File: src/rtl/egd_stream_ctrl_if.sv
// Word-wide valid/ready handshake between a bitstream source and egd_stream_ctrl.
interface egd_stream_ctrl_if #(
  parameter int WORD_W = 8
);
  logic [WORD_W-1:0] in_data;
  logic              in_valid;
  logic              in_ready;

  modport master (output in_data, output in_valid, input in_ready);
  modport slave  (input in_data, input in_valid, output in_ready);
endinterface

File: src/rtl/egd_stream_ctrl.sv
// Double-buffered word-to-serial sequencer feeding an Exp-Golomb decoder,
// stopping after a programmed number of decoded symbols.
module egd_stream_ctrl #(
  parameter int WORD_W = 8,
  parameter int CNT_W  = 16
) (
  input  logic             clk,
  input  logic             rst,
  input  logic             start,
  input  logic [CNT_W-1:0] sym_num,
  egd_stream_ctrl_if.slave src,
  output logic             dec_rst,
  output logic             si_data,
  input  logic             busy,
  input  logic             valid,
  output logic [CNT_W-1:0] sym_cnt,
  output logic [CNT_W-1:0] bit_cnt,
  output logic             done,
  output logic             underrun
);

  localparam int REM_W = (WORD_W > 1) ? $clog2(WORD_W) : 1;
  localparam logic [REM_W-1:0] REM_LOAD = REM_W'(WORD_W - 1);

  typedef enum logic [2:0] {
    S_IDLE, S_INIT, S_FILL, S_STREAM, S_DONE, S_ERR
  } state_t;

  state_t            state_reg, state_next;
  logic              init_cnt_reg;
  logic [WORD_W-1:0] shift_reg;
  logic [WORD_W-1:0] hold_reg;
  logic [REM_W-1:0]  rem_reg;
  logic              hold_full_reg;
  logic              si_data_reg;
  logic [CNT_W-1:0]  sym_cnt_reg;
  logic [CNT_W-1:0]  bit_cnt_reg;
  logic [CNT_W-1:0]  sym_num_reg;

  logic              ready;
  logic              xfer;
  logic              in_stream;
  logic              advance;
  logic              rem_zero;
  logic              fill_load;
  logic              take_hold;
  logic              take_bypass;
  logic              next_bit;
  logic              starved;
  logic              sym_hit;
  logic              accept_start;
  logic [WORD_W-1:0] shift_adv;

  assign xfer         = src.in_valid && ready;
  assign in_stream    = (state_reg == S_STREAM);
  assign advance      = in_stream && !busy;
  assign rem_zero     = (rem_reg == '0);
  assign fill_load    = (state_reg == S_FILL) && hold_full_reg;
  // Priority of a non-stalled cycle: next bit, then hold word, then bypass.
  assign next_bit     = advance && !rem_zero;
  assign take_hold    = fill_load || (advance && rem_zero && hold_full_reg);
  assign take_bypass  = advance && rem_zero && !hold_full_reg && xfer;
  assign starved      = advance && rem_zero && !hold_full_reg && !xfer;
  assign sym_hit      = in_stream && valid && ((sym_cnt_reg + CNT_W'(1)) == sym_num_reg);
  assign accept_start = start && ((state_reg == S_IDLE) || (state_reg == S_DONE));
  assign shift_adv    = shift_reg << 1;

  always_ff @(posedge clk) begin
    if (rst) begin
      state_reg <= S_IDLE;
    end else begin
      state_reg <= state_next;
    end
  end

  always_comb begin
    state_next = state_reg;
    case (state_reg)
      S_IDLE, S_DONE: begin
        if (start) begin
          state_next = (sym_num == '0) ? S_DONE : S_INIT;
        end
      end
      S_INIT: begin
        if (init_cnt_reg) begin
          state_next = S_FILL;
        end
      end
      S_FILL: begin
        if (hold_full_reg) begin
          state_next = S_STREAM;
        end
      end
      S_STREAM: begin
        // Reaching the symbol target wins over a starved advance.
        if (sym_hit) begin
          state_next = S_DONE;
        end else if (starved) begin
          state_next = S_ERR;
        end
      end
      S_ERR:   state_next = S_ERR;
      default: state_next = S_IDLE;
    endcase
  end

  always_comb begin
    ready    = 1'b0;
    dec_rst  = 1'b0;
    done     = 1'b0;
    underrun = 1'b0;
    case (state_reg)
      S_INIT: begin
        ready   = !hold_full_reg;
        dec_rst = 1'b1;
      end
      S_FILL, S_STREAM: ready    = !hold_full_reg;
      S_DONE:           done     = 1'b1;
      S_ERR:            underrun = 1'b1;
      default: ;
    endcase
  end

  assign src.in_ready = ready;
  assign si_data      = si_data_reg;
  assign sym_cnt      = sym_cnt_reg;
  assign bit_cnt      = bit_cnt_reg;

  always_ff @(posedge clk) begin
    if (rst) begin
      init_cnt_reg  <= 1'b0;
      shift_reg     <= '0;
      hold_reg      <= '0;
      rem_reg       <= '0;
      hold_full_reg <= 1'b0;
      si_data_reg   <= 1'b0;
      sym_cnt_reg   <= '0;
      bit_cnt_reg   <= '0;
      sym_num_reg   <= '0;
    end else begin
      init_cnt_reg <= (state_reg == S_INIT) ? ~init_cnt_reg : 1'b0;
      if (accept_start) begin
        // A new run flushes both buffers; si_data keeps its last value.
        shift_reg     <= '0;
        rem_reg       <= '0;
        hold_full_reg <= 1'b0;
        if (sym_num != '0) begin
          sym_num_reg <= sym_num;
          sym_cnt_reg <= '0;
          bit_cnt_reg <= '0;
        end
      end else begin
        if (take_hold) begin
          shift_reg   <= hold_reg;
          si_data_reg <= hold_reg[WORD_W-1];
          rem_reg     <= REM_LOAD;
        end else if (take_bypass) begin
          shift_reg   <= src.in_data;
          si_data_reg <= src.in_data[WORD_W-1];
          rem_reg     <= REM_LOAD;
        end else if (next_bit) begin
          shift_reg   <= shift_adv;
          si_data_reg <= shift_adv[WORD_W-1];
          rem_reg     <= rem_reg - REM_W'(1);
        end

        if (xfer && !take_bypass) begin
          hold_reg      <= src.in_data;
          hold_full_reg <= 1'b1;
        end else if (take_hold) begin
          hold_full_reg <= 1'b0;
        end

        if (fill_load) begin
          bit_cnt_reg <= CNT_W'(1);
        end else if (advance && !starved) begin
          bit_cnt_reg <= bit_cnt_reg + CNT_W'(1);
        end

        if (in_stream && valid) begin
          sym_cnt_reg <= sym_cnt_reg + CNT_W'(1);
        end
      end
    end
  end

endmodule

File: src/flat_wrapper.sv
// flat-port wrapper written by rule: the top's interface ports become plain ports
module egd_stream_ctrl_flat 
#(
  parameter int WORD_W = 8,
  parameter int CNT_W  = 16
)
  (clk, rst, start, sym_num, dec_rst, si_data, busy, valid, sym_cnt, bit_cnt, done, underrun, src_in_data, src_in_valid, src_in_ready);
  egd_stream_ctrl_if #(.WORD_W(WORD_W)) src_i ();
  input  logic clk;
  input  logic rst;
  input  logic start;
  input  logic [CNT_W-1:0] sym_num;
  output logic dec_rst;
  output logic si_data;
  input  logic busy;
  input  logic valid;
  output logic [CNT_W-1:0] sym_cnt;
  output logic [CNT_W-1:0] bit_cnt;
  output logic done;
  output logic underrun;
  input wire logic [$bits(src_i.in_data)-1:0] src_in_data;
  input wire logic [$bits(src_i.in_valid)-1:0] src_in_valid;
  output wire logic [$bits(src_i.in_ready)-1:0] src_in_ready;
  assign src_i.in_data = src_in_data;
  assign src_i.in_valid = src_in_valid;
  assign src_in_ready = src_i.in_ready;
  egd_stream_ctrl #(.WORD_W(WORD_W), .CNT_W(CNT_W)) u_core (.clk(clk), .rst(rst), .start(start), .sym_num(sym_num), .src(src_i), .dec_rst(dec_rst), .si_data(si_data), .busy(busy), .valid(valid), .sym_cnt(sym_cnt), .bit_cnt(bit_cnt), .done(done), .underrun(underrun));
endmodule
File: config.mk
export PLATFORM = sky130hd
export DESIGN_NAME = egd_stream_ctrl_flat
export DESIGN_NICKNAME = d
export VERILOG_FILES = /design/src/rtl/egd_stream_ctrl_if.sv /design/src/rtl/egd_stream_ctrl.sv /design/src/flat_wrapper.sv
export SDC_FILE = /design/constraint.sdc
export NUM_CORES = 1
export LEC_CHECK = 0
export CAP_MARGIN = 40
export CORE_MARGIN = 2
export CORE_UTILIZATION = 52
export DETAILED_ROUTE_END_ITERATION = 8
export DONT_BUFFER_PORTS = 1
export PLACE_DENSITY = 0.66
export SKIP_CTS_REPAIR_TIMING = 1
export SYNTH_ARGS = -nofsm -noshare
export SYNTH_HDL_FRONTEND = slang
export SYNTH_SLANG_ARGS = --single-unit
File: constraint.sdc
create_clock -name clk -period 2.8 [get_ports clk]
set_clock_uncertainty 0.2 [all_clocks]
set_input_delay 0.28 -clock clk [delete_from_list [all_inputs] [get_ports clk]]
set_output_delay 0.28 -clock clk [all_outputs]
set_load 0.02 [all_outputs]
# Word-level counts from Yosys, hierarchy flattened
# Index checks and enable logic that the tools add are counted.
[classes]
eq_ne = 11
n_addsub = 3
n_reduce_logical = 40
mux = 28
n_bitwise = 3
[ops]
columns = ["operator", "count"]
rows = [
  ["$mux 16", 6],
  ["$add 16x1->16 const B", 2],
  ["$mux 3", 9],
  ["$mux 7", 3],
  ["$eq 16x16->1", 1],
  ["$logic_not 16->1", 1],
  ["$reduce_bool 16->1", 1],
  ["$pmux 3 s5", 1],
  ["$logic_and 1x1->1", 14],
  ["$reduce_and 2->1", 5],
  ["$mux 1", 9],
  ["$eq 3x2->1 const B", 2],
  ["$eq 3x3->1 const B", 2],
  ["$logic_not 1->1", 6],
  ["$logic_not 3->1", 2],
  ["$reduce_bool 3->1", 2],
  ["$reduce_or 2->1", 3],
  ["$ne 2x1->1 const B", 2],
  ["$ne 2x2->1 const B", 2],
  ["$reduce_and 4->1", 1],
  ["$reduce_bool 2->1", 2],
  ["$eq 3x1->1 const B", 1],
  ["$ne 3x3->1 const B", 1],
  ["$not 1->1", 3],
  ["3 further kinds", 4],
]
[totals]
ff_bits = 72
out_inout_bits = 37
input_bits = 30

# Longest topological paths before layout
[depth]
ltp_word = 11
mapped_depth = 9

# Least setup slack after synthesis
# OpenSTA, ideal clock, no wires.
[synth_timing]
path_kind = "register to register"
startpoint = "register u_core.sym_cnt_reg[0] (netlist: u_core.sym_cnt[0])"
endpoint = "register u_core.state_reg[1]"
required_ps = 2469
path_stages_with_launch = 8
arrival_ps = 2021
setup_slack_ps = 449
setup_time_ps = 131
path_buffers = 0
cell_sequence = "dfxtp_1 ha_1 nand3_2 nor2_1 xor2_1 a2111oi_2 and4b_1 o31ai_1"
[synth_between]
elab_chain_cells = 5
word_cells_on_any_way = 7
classes_between = "1 x add/sub; 2 x eq/ne; 2 x mux; 2 x reduce/logical"
[synth_lines]
columns = ["item", "line_no", "text"]
rows = [
  ["from (decl)", "egd_stream_ctrl.sv:36", "logic [CNT_W-1:0] sym_cnt_reg;"],
  ["from (signal assigned)", "egd_stream_ctrl.sv:181", "sym_cnt_reg <= sym_cnt_reg + CNT_W'(1);"],
  ["$add 16x1->16 *", "egd_stream_ctrl.sv:64", "assign sym_hit = in_stream && valid && ((sym_cnt_reg + CNT_W'(1)) == sym_num_reg);"],
  ["$eq 16x16->1 *", "egd_stream_ctrl.sv:64", ""],
  ["$logic_and 1x1->1 *", "egd_stream_ctrl.sv:64", ""],
  ["$mux 3 / $ne 3x3->1 (equally long branches)", "--", ""],
  ["$pmux 3 s5 / $reduce_and 4->1 (equally long branches)", "--", ""],
  ["to (signal assigned)", "egd_stream_ctrl.sv:72", "state_reg <= state_next;"],
  ["to (decl)", "egd_stream_ctrl.sv:29", "state_t state_reg, state_next;"],
]
# Mark *: on every way between the ends. The rest lies on a longest branch, timed or not.
# A chain may end at the register's enable or synchronous reset.

# Final worst setup path
[layout_timing]
startpoint = "register u_core.sym_cnt_reg[3] (netlist: u_core.sym_cnt[3])"
endpoint = "register u_core.state_reg[1]"
# The elaborated chain is that of the path after synthesis.

==> metrics.csv <==
metric;value;unit
status;finished with violations;
violations;negative hold slack;
clock_latency;350;ps
overflow;0;
worstMarginPinSlew;726.7;ps
fp.dieArea;8799;sq um
synth.distinct_cells;69;
synth-edff-count;0;
drcViolationCount;0;
drt_iter0_markers;191;
drive_gt1_share;13.19;%
cts_tree;done;
max_slew_margin;51.18;%
clock_path_buffers;2;
fin_setup_tns;0;ps
p_per_area;575.6;nW/um^2
fmax;0.4086;GHz
grt_max_degree;53;
start_kind;flip-flop;
critPathKind;reg2reg;
power.static_leakage;1.818;nW
diodes;0;
dp_hpwl;7171;um
row_count;32;
power_frac_clock;30.5;%
core_region_area;7767;sq um
syn_area;4194;sq um
die_h;93.81;um
combPwrFrac;26.9;%
internal-power;1.834;mW
cp.required;2820;ps
finalNetCount;576;
grt_pass1_vias;3435;
yosys_warnings;0;
hold_viol;1;
io_buffers;0;
synthCells;509;
path_max_fanout;8;
layout_common_cells;nor2_1 (72), dfxtp_1 (72), a21oi_1 (44);
rsz0062_at_grt;false;
seq_power_share;42.6;%
vias;3869;
finalCriticalPeriod;2447;ps
numClockSinks;72;
maxSlewViolCount;0;
fin_crit_sh;87.40;%
syn_nets;543;
synth_flop_cell;dfxtp_1;
whs;-8.390;ps
dr.pass1.iters;5;
finalSetupViolCount;0;
arrival;2470;ps
cts.clk_slew.worst_paths;80;ps
hold_class;in2reg;
end_kind;flip-flop;
area_growth;15.16;%
h-tree-depth;3;
initial_utilization;53.99;%
cts_root_buf;clkbuf_8;
peakVddDrop;0.3642;mV
cap_viol_max_count;0;
antenna_found_initial;0;
wl_per_cell;16.21;um
worst-r2r-setup-slack;350;ps
avgSynthCellArea;8.240;sq um
grt_pass1_wl;16330;um
drt_wl_total;10510;um
die_w;93.81;um
grt_usage;23.04;%
finalPower;2.780;mW
swShare;34.04;%
cts-buffers-inserted;9;
ys_ff_latch;72;
vias_per_cell;5.971;
synth-async-reset-ratio;0;%
ys_seq_area_share;34.37;%
gp_congestion;0.8673;
p_sw;946.2;uW
antenna_left;0;
io_pins;67;
==> worst paths after layout <==
kind | startpoint | end | cells past startpoint
hold reg to reg | u_core.shift_reg[3]$_SDFFE_PP0N_ | u_core.shift_reg[3]$_SDFFE_PP0N_ | 2
hold / removal | rst | u_core.bit_cnt[14]$_SDFFE_PP0P_ | 2
setup / recovery | u_core.sym_cnt[3]$_SDFFE_PP0P_ | u_core.state_reg[1]$_SDFFE_PP0P_ | 6
setup reg to reg | u_core.sym_cnt[3]$_SDFFE_PP0P_ | u_core.state_reg[1]$_SDFFE_PP0P_ | 6
==> cell usage after synthesis, drive strengths merged, types with 6 or more instances <==
library cell  instances  area share [%]
a211o                 8             1.7
dfxtp                72              34
xnor2                20             4.2
nand2                31             2.8
inv                  19             1.7
a21oi                45             5.5
nand2b                6            0.90
clkbuf               15             1.4
mux2i                24             5.7
and3                  8             1.2
or3                   8             1.2
nor3                  9             1.3
nor4                  6             1.6
nand3                19             2.7
a31oi                12             1.8
nor2                 76             7.0
a211oi                7             1.4
o21ai                31             4.0
nand4                10             2.0
a2111oi               7             2.8
buf                  18             2.9
xor2                  6             1.3
==> metrics by stage <==
step,std cells,cell area [sq um],hold WS [ps],utilization (%),setup slack (ps)
6_report,648,4830,-8.390,62.18,352.9
5_1_grt,648,4830,2.616,62.18,195.5
4_1_cts,621,4549,-214.9,58.57,355.7
3_5_place_dp,606,4354,158.0,56.06,386.4
3_3_place_gp,606,4354,160.0,56.06,425.0
2_1_floorplan,509,4194,216.0,-,448.8
==> kinds of logic (layout without fill, tap and decap cells) <==
family                   after synthesis  after routing  share of synthesized area (%)
XOR/XNOR                              26             26                          5.430
AND/OR/NAND/NOR                      198            198                          25.42
flip-flops                            72             72                          34.37
buffers and inverters                 52             89                          5.937
multiplexers                          25             25                          5.996
adder cells (fa/ha/maj)                4              4                          1.193
AO/OA/AOI/OAI                        132            132                          21.66
==> cell type report <==
type | instances | area [sq um]
Fill cell | 710 | 2938
Multi-Input combinational cell | 385 | 2504
Sequential cell | 72 | 1441
Timing Repair Buffer | 55 | 490.5
Clock buffer | 10 | 137.6
Tap cell | 102 | 127.6
Inverter | 19 | 71.32
Clock inverter | 5 | 57.56
==> power by group through the flow <==
stage               Combinational (mW)  Sequential [mW]  Clock, mW
finish                           0.748             1.19      0.847
global route                     0.817             1.20      0.893
CTS                              0.698             1.18      0.856
detailed placement               0.695             1.21          0
global placement                 0.685             1.20          0
floorplan                        0.545             1.19          0
==> critical path: stages, from the launching register on <==
cell and delay (ps):
dfxtp_1 510, nand4_2 260, nor4_4 400, mux2_1 370, a211oi_1 220, and4b_1 290, o31ai_1 80
==> layer usage <==
| layer | part of all wire, % | global-route usage (%) | wire [um] | vias to the layer above |
|---|---|---|---|---|
| li1 | - | - | - | 1904 |
| met1 | 46 | 31.03 | 4847 | 1841 |
| met2 | 47 | 36.37 | 4923 | 113 |
| met3 | 6.1 | 5.136 | 637 | 11 |
| met4 | 0.91 | 7.971 | 96 | 0 |
| met5 | 0 | 0 | 0 | - |
Power figures use the tool's default switching activity.
